### src/rtl/bsg_tag_serial_driver_pkg.sv
// Shared types and helpers for the bsg_tag serial driver.
package bsg_tag_serial_driver_pkg;

   typedef enum logic [2:0] {
      eINIT_ONES,
      eINIT_ZEROS,
      eIDLE,
      eSHIFT,
      eGAP
   } bsg_tag_serial_state_e;

   // Packet layout for the default configuration (els_p=16 -> nw=4,
   // lg_width_p=4 -> 15-bit payload). Field order matches the wire order
   // read from MSB down: payload, len, data_not_reset, node_id.
   typedef struct packed {
      logic [14:0] payload;
      logic [3:0]  len;
      logic        data_not_reset;
      logic [3:0]  node_id;
   } bsg_tag_serial_pkt_s;

   // Header bits on the wire: start bit + node id + data_not_reset + len.
   function automatic int bsg_tag_serial_hdr_width(input int nw, input int lg_width);
      return 2 + nw + lg_width;
   endfunction

   function automatic int bsg_tag_serial_max4(input int a, input int b, input int c, input int d);
      int m;
      m = a;
      if (b > m) m = b;
      if (c > m) m = c;
      if (d > m) m = d;
      return m;
   endfunction

endpackage

### src/rtl/bsg_tag_serial_driver.sv
// Serializes whole bsg_tag packets onto a single tag data line, one bit per
// clock, after emitting the tag master init pattern out of reset.
module bsg_tag_serial_driver
   import bsg_tag_serial_driver_pkg::*;
#(
   parameter int els_p        = 16,
   parameter int lg_width_p   = 4,
   parameter int init_ones_p  = 64,
   parameter int init_zeros_p = 16,
   parameter int gap_p        = 2,
   localparam int nw_lp       = (els_p > 1) ? $clog2(els_p) : 1,
   localparam int mp_lp       = (1 << lg_width_p) - 1
)(
   input  logic                  clk_i,
   input  logic                  reset_n_i,
   input  logic                  v_i,
   output logic                  ready_and_o,
   input  logic [nw_lp-1:0]      node_id_i,
   input  logic                  data_not_reset_i,
   input  logic [lg_width_p-1:0] len_i,
   input  logic [mp_lp-1:0]      payload_i,
   output logic                  tag_data_o,
   output logic                  init_done_o,
   output logic                  busy_o
);

   localparam int hdr_lp     = bsg_tag_serial_hdr_width(nw_lp, lg_width_p);
   localparam int sw_lp      = hdr_lp + mp_lp;
   localparam int cnt_max_lp = bsg_tag_serial_max4(init_ones_p, init_zeros_p, gap_p, sw_lp);
   localparam int cw_lp      = $clog2(cnt_max_lp) + 1;

   bsg_tag_serial_state_e r_state, w_state_next;
   logic [cw_lp-1:0]      r_cnt, w_cnt_next;
   logic [sw_lp-1:0]      r_shift, w_shift_next;
   logic                  r_tag, w_tag_next;
   logic                  r_init_done;
   logic                  r_busy;

   logic [mp_lp-1:0]      w_payload_masked;
   logic [sw_lp-1:0]      w_pkt;
   logic [cw_lp-1:0]      w_pkt_bits_m1;

   // Zero payload bits at or above len_i so stale upper bits never reach the shifter.
   for (genvar gi = 0; gi < mp_lp; gi++) begin : g_payload_mask
      assign w_payload_masked[gi] = payload_i[gi] & (lg_width_p'(gi) < len_i);
   end

   // Wire order, LSB first: start bit, node id, data_not_reset, len, payload.
   assign w_pkt         = {w_payload_masked, len_i, data_not_reset_i, node_id_i, 1'b1};
   assign w_pkt_bits_m1 = cw_lp'(hdr_lp - 1) + cw_lp'(len_i);

   // Next-state decode. The tag bit is computed here and registered, so the
   // registered output always reflects the state being entered.
   always_comb begin
      w_state_next = r_state;
      w_cnt_next   = r_cnt;
      w_shift_next = r_shift;
      w_tag_next   = 1'b0;
      case (r_state)
         eINIT_ONES: begin
            // r_cnt counts ones already emitted
            if (r_cnt == cw_lp'(init_ones_p)) begin
               w_state_next = eINIT_ZEROS;
               w_cnt_next   = cw_lp'(init_zeros_p - 1);
            end else begin
               w_cnt_next = r_cnt + cw_lp'(1);
               w_tag_next = 1'b1;
            end
         end
         eINIT_ZEROS: begin
            if (r_cnt == '0) w_state_next = eIDLE;
            else             w_cnt_next   = r_cnt - cw_lp'(1);
         end
         eIDLE: begin
            // Start bit goes out on the accept edge; the rest stays queued.
            if (v_i) begin
               w_state_next = eSHIFT;
               w_shift_next = w_pkt >> 1;
               w_cnt_next   = w_pkt_bits_m1;
               w_tag_next   = w_pkt[0];
            end
         end
         eSHIFT: begin
            // r_cnt counts bits still to emit after the current one
            if (r_cnt != '0) begin
               w_tag_next   = r_shift[0];
               w_shift_next = r_shift >> 1;
               w_cnt_next   = r_cnt - cw_lp'(1);
            end else begin
               w_state_next = eGAP;
               w_cnt_next   = cw_lp'(gap_p - 1);
            end
         end
         eGAP: begin
            if (r_cnt == '0) w_state_next = eIDLE;
            else             w_cnt_next   = r_cnt - cw_lp'(1);
         end
         default: begin
            w_state_next = eINIT_ONES;
            w_cnt_next   = '0;
         end
      endcase
   end

   // State, counter, shifter and registered outputs; reset restarts the init pattern.
   always_ff @(posedge clk_i) begin
      if (!reset_n_i) begin
         r_state     <= eINIT_ONES;
         r_cnt       <= '0;
         r_shift     <= '0;
         r_tag       <= 1'b0;
         r_init_done <= 1'b0;
         r_busy      <= 1'b1;
      end else begin
         r_state     <= w_state_next;
         r_cnt       <= w_cnt_next;
         r_shift     <= w_shift_next;
         r_tag       <= w_tag_next;
         r_init_done <= r_init_done | (w_state_next == eIDLE);
         r_busy      <= (w_state_next != eIDLE);
      end
   end

   assign ready_and_o = (r_state == eIDLE);
   assign tag_data_o  = r_tag;
   assign init_done_o = r_init_done;
   assign busy_o      = r_busy;

endmodule

### config.mk
export PLATFORM = sky130hd
export DESIGN_NAME = bsg_tag_serial_driver
export DESIGN_NICKNAME = d
export VERILOG_FILES = /design/src/rtl/bsg_tag_serial_driver_pkg.sv /design/src/rtl/bsg_tag_serial_driver.sv
export SDC_FILE = /design/constraint.sdc
export NUM_CORES = 1
export LEC_CHECK = 0
export BUFFER_PORTS_ARGS = -buffer_cell sky130_fd_sc_hd__buf_2
export CAP_MARGIN = 25
export CORE_UTILIZATION = 57
export CTS_CLUSTER_SIZE = 8
export DETAILED_ROUTE_END_ITERATION = 8
export GPL_ROUTABILITY_DRIVEN = 0
export HOLD_SLACK_MARGIN = 0.02
export PLACE_DENSITY = 0.84
export SLEW_MARGIN = 20
export SYNTH_ARGS = -nofsm -noshare
export SYNTH_HDL_FRONTEND = slang
export SYNTH_SLANG_ARGS = --single-unit
### constraint.sdc
create_clock -name clk_i -period 2 [get_ports clk_i]
set_input_delay 0.4 -clock clk_i [delete_from_list [all_inputs] [get_ports clk_i]]
set_output_delay 0.4 -clock clk_i [all_outputs]
set_load 0.02 [all_outputs]
==> run metrics <==
clock root buffer=sky130_fd_sc_hd__clkbuf_8; final net count=around 340; crit path buf inv count=3; M3 GR Usage=4.93%; met1 track demand over resource=35.3%; maximum frequency from static timing analysis=0.522 GHz; status=complete, no violations; pin slew with the least headroom to its limit=slightly below 400 ps; Power Dens Cells=1240 nW/um^2; HPWL reported at the end of detailed placement=roughly 3700 um; complex-gate fraction of the synthesized area=between 20% and 30%; final cycle utilization of the critical path=a little over nine tenths; data arrival time of the critical path=1520 ps; worst voltage drop across the vdd grid=around 0.57 mV; cell types occupying the most area after synthesis=sky130_fd_sc_hd__dfxtp_1, sky130_fd_sc_hd__o211a_1, sky130_fd_sc_hd__nand2_1, sky130_fd_sc_hd__nand3_1, sky130_fd_sc_hd__ha_1; fraction of power spent switching nets=38.7%; logic gate share of total power=approximately 46%; CP Cell Sequence=inv_1, nor2_2, buf_4, buf_2; Post-Synthesis Cell Area=~2200 um^2; XOR/XNOR Fraction of Synth Area=3.90%; Simple-Gate Fraction of Synth Area=23.3%; Setup violations, final=0; count of buffers added by post-CTS timing repair for setup=0; number of global-route vias before repair=1966; highest-utilization routing layer at the global route stage=met2; Synth Area per Inst=~8 um^2; fraction of the mapped netlist area in adder cells=3.34%; FF+latch area=roughly 740 um^2; sum of negative setup slack=0 ps; P_int=1970 uW; wire length of the first global-routing pass=a little over 9000 um; Core ar.=3720 um^2; syn_nets=309; number of buffer cells added on primary ports=30; primary flip-flop cell chosen by synthesis mapping=sky130_fd_sc_hd__dfxtp_1; CP Data Required Time=about 1600 ps; library cells used by synthesis=47; clock period minus final worst setup slack=1920 ps; number of routed nets with antenna violations=0; Yosys Warn Count=0; number of violations reported at the end of detailed-routing iteration 0=192; setup clock skew after layout=a little over 5 ps; type of the most critical hold path=in2reg; Sw Pwr=1240 uW; Worst Hold Depth=3; DR DRC count=0; antenna diode instance count=0; initial antenna violation count=0; Stages on worst setup path=4; largest stage delay on the critical path=560 ps; clock insertion delay at the later pin of the skew report=290 ps; met2 Use GR=47.0%; leading area contributor after synthesis=sky130_fd_sc_hd__dfxtp_1; worst-case setup margin in the final layout=between 80 and 90 ps; via/cell ratio=6.15; effective utilization at floorplan=60.4%; CTS max path bufs=2; critical path class=reg2out; post-synthesis to final-layout area growth=14.8%; footprint of the multi-input gates=between 1000 and 1500 um^2; main combinational cell family by area after synthesis=compound AO/OA/AOI/OAI gates; Critical Path Start Type=flop; hold bufs inserted after CTS=0; maxcap violations=0; slew margin rel.=73.7%; maximum fanout along the worst path=11; boundary pin count=31; proportion of register bits with asynchronous set or reset after synthesis=0%; via count=2165; depth of the worst register-to-register path=6; DIE AREA=4200 um^2; global-route congestion overflow total=0; number of clock buffers inserted by TritonCTS=5; Max Transition Viols Final=0; Max stage delay cell, worst path=sky130_fd_sc_hd__dfxtp_1; clock network fraction of design power=a little over a fifth; number of hold-slack violations in the final timing report=0; sink count of the clock tree=37; fraction of synthesized cell area taken by the top area cell type=33.0%; DR WL/cell=approximately 15 um; multiplexer area fraction after synthesis=1.34%; fillers=306; Initial DRT Pass Iterations=5; Top delay family on crit path=flip-flops; Total Routed Length=between 5000 and 6000 um; Clock Pin Slew Worst Setup and Hold Paths=80 ps; share of final-layout standard cells stronger than drive strength 1=between 20% and 30%; sequential fraction of the synthesis area=33.0%; largest net degree at the start of global routing=48; number of standard cells after synthesis=276; sequential cell fraction of total power=around 33%; dpl ws=-7.79 ps; width of the die=64.8 um; global-route usage over all layers=27.8%; flops & latches, synth=37; element type at the critical path end=output pin; site row count=22; # H-tree levels=2; EDFF count, synth=0; leakage power of the design=0.00126 uW; TritonCTS clock tree=yes; die boundary height=64.8 um
## cells in the final DEF (no fill, tap or decap), drive strengths merged, types with 4 or more instances in the layout
cell / count
ha: 6
nor2: 14
a211oi: 4
nand4: 5
nand3: 21
clkbuf: 6
nor2b: 5
o22ai: 4
o21ai: 5
xnor2: 7
o211a: 23
buf: 46
dfxtp: 37
o211ai: 6
a21oi: 13
inv: 10
nand2: 42
o311ai: 4
nor3: 5
## metrics by stage
step | total power (uW) | util [%] | hold WS, ps | cells | area, um^2
CTS | 3160 | 68.9 | 406 | 352 | 2560
global route | 3410 | 69.4 | 410 | 352 | 2580
global placement | 2420 | 65.6 | 433 | 344 | 2440
floorplan | 2080 | - | 472 | 276 | 2250
finish | 3210 | 69.4 | 405 | 352 | 2580
detailed placement | 2480 | 65.6 | 442 | 344 | 2440
## cell families after synthesis
group | Yosys count
simple gates | 106
buf+inv | 36
fa+ha+maj | 6
flops | 37
xor+xnor | 10
compound gates | 78
mux | 3
## metal layers
layer / part of all wire, % / vias up
met3: 5.9 / 8
met4: 1.2 / 0
met5: 0 / -
met2: 50 / 87
li1: - / 1060
met1: 43 / 1010
## power groups by stage
| stage | sequential [uW] | clock, uW | combinational (uW) |
|---|---|---|---|
| after floorplan | 1010 | 0 | 1070 |
| after global placement | 1050 | 0 | 1380 |
| after detailed placement | 1050 | 0 | 1420 |
| after CTS | 1040 | 688 | 1440 |
| after global routing | 1060 | 716 | 1630 |
| final | 1040 | 680 | 1490 |
## worst min-delay path, stage by stage
cell	delay [ps]
sky130_fd_sc_hd__buf_2	130
sky130_fd_sc_hd__nand2_1	60
sky130_fd_sc_hd__o22ai_1	60
## worst paths after layout
check	start	end	slack (ps)
worst min register to register	init_done_o	init_done_o	450
worst max register to register	r_cnt[5]	r_cnt[3]	120
worst min-delay path	reset_n_i	r_cnt[3]	400
worst max-delay path	r_state[1]	ready_and_o	80
## state kept, by name, indices dropped and copies added, names as in the netlist
| name | count |
|---|---|
| busy_o | 1 |
| init_done_o | 1 |
| r_cnt | 7 |
| r_shift | 24 |
| r_state | 3 |
| tag_data_o | 1 |
## cell usage after synthesis (all sizes together), types with 5 or more instances
master,instances
clkbuf,17
nor2,14
ha,6
nor3,5
a21oi,13
o211ai,6
o21ai,5
dfxtp,37
nand2,42
nand4,5
xnor2,7
inv,10
buf,9
o211a,23
nor2b,5
nand3,21
## repair_timing
action | CTS | global route
endpoints found under the setup margin | 1 | 25
gates resized for setup | 1 | 6
pin swaps | 0 | 0
hold endpoints to repair | 0 | 0
## layout make-up
cell class | instances | share of cell area [%]
multi-input cells | 203 | 51.8
flip-flops and latches | 37 | 28.7
repair buffers | 46 | 11.0
clock buffers | 6 | 3.20
well taps | 48 | 2.33
clock inverters | 2 | 1.46
inverters | 10 | 1.46
Note: power is estimated with default switching activity, not from simulation.
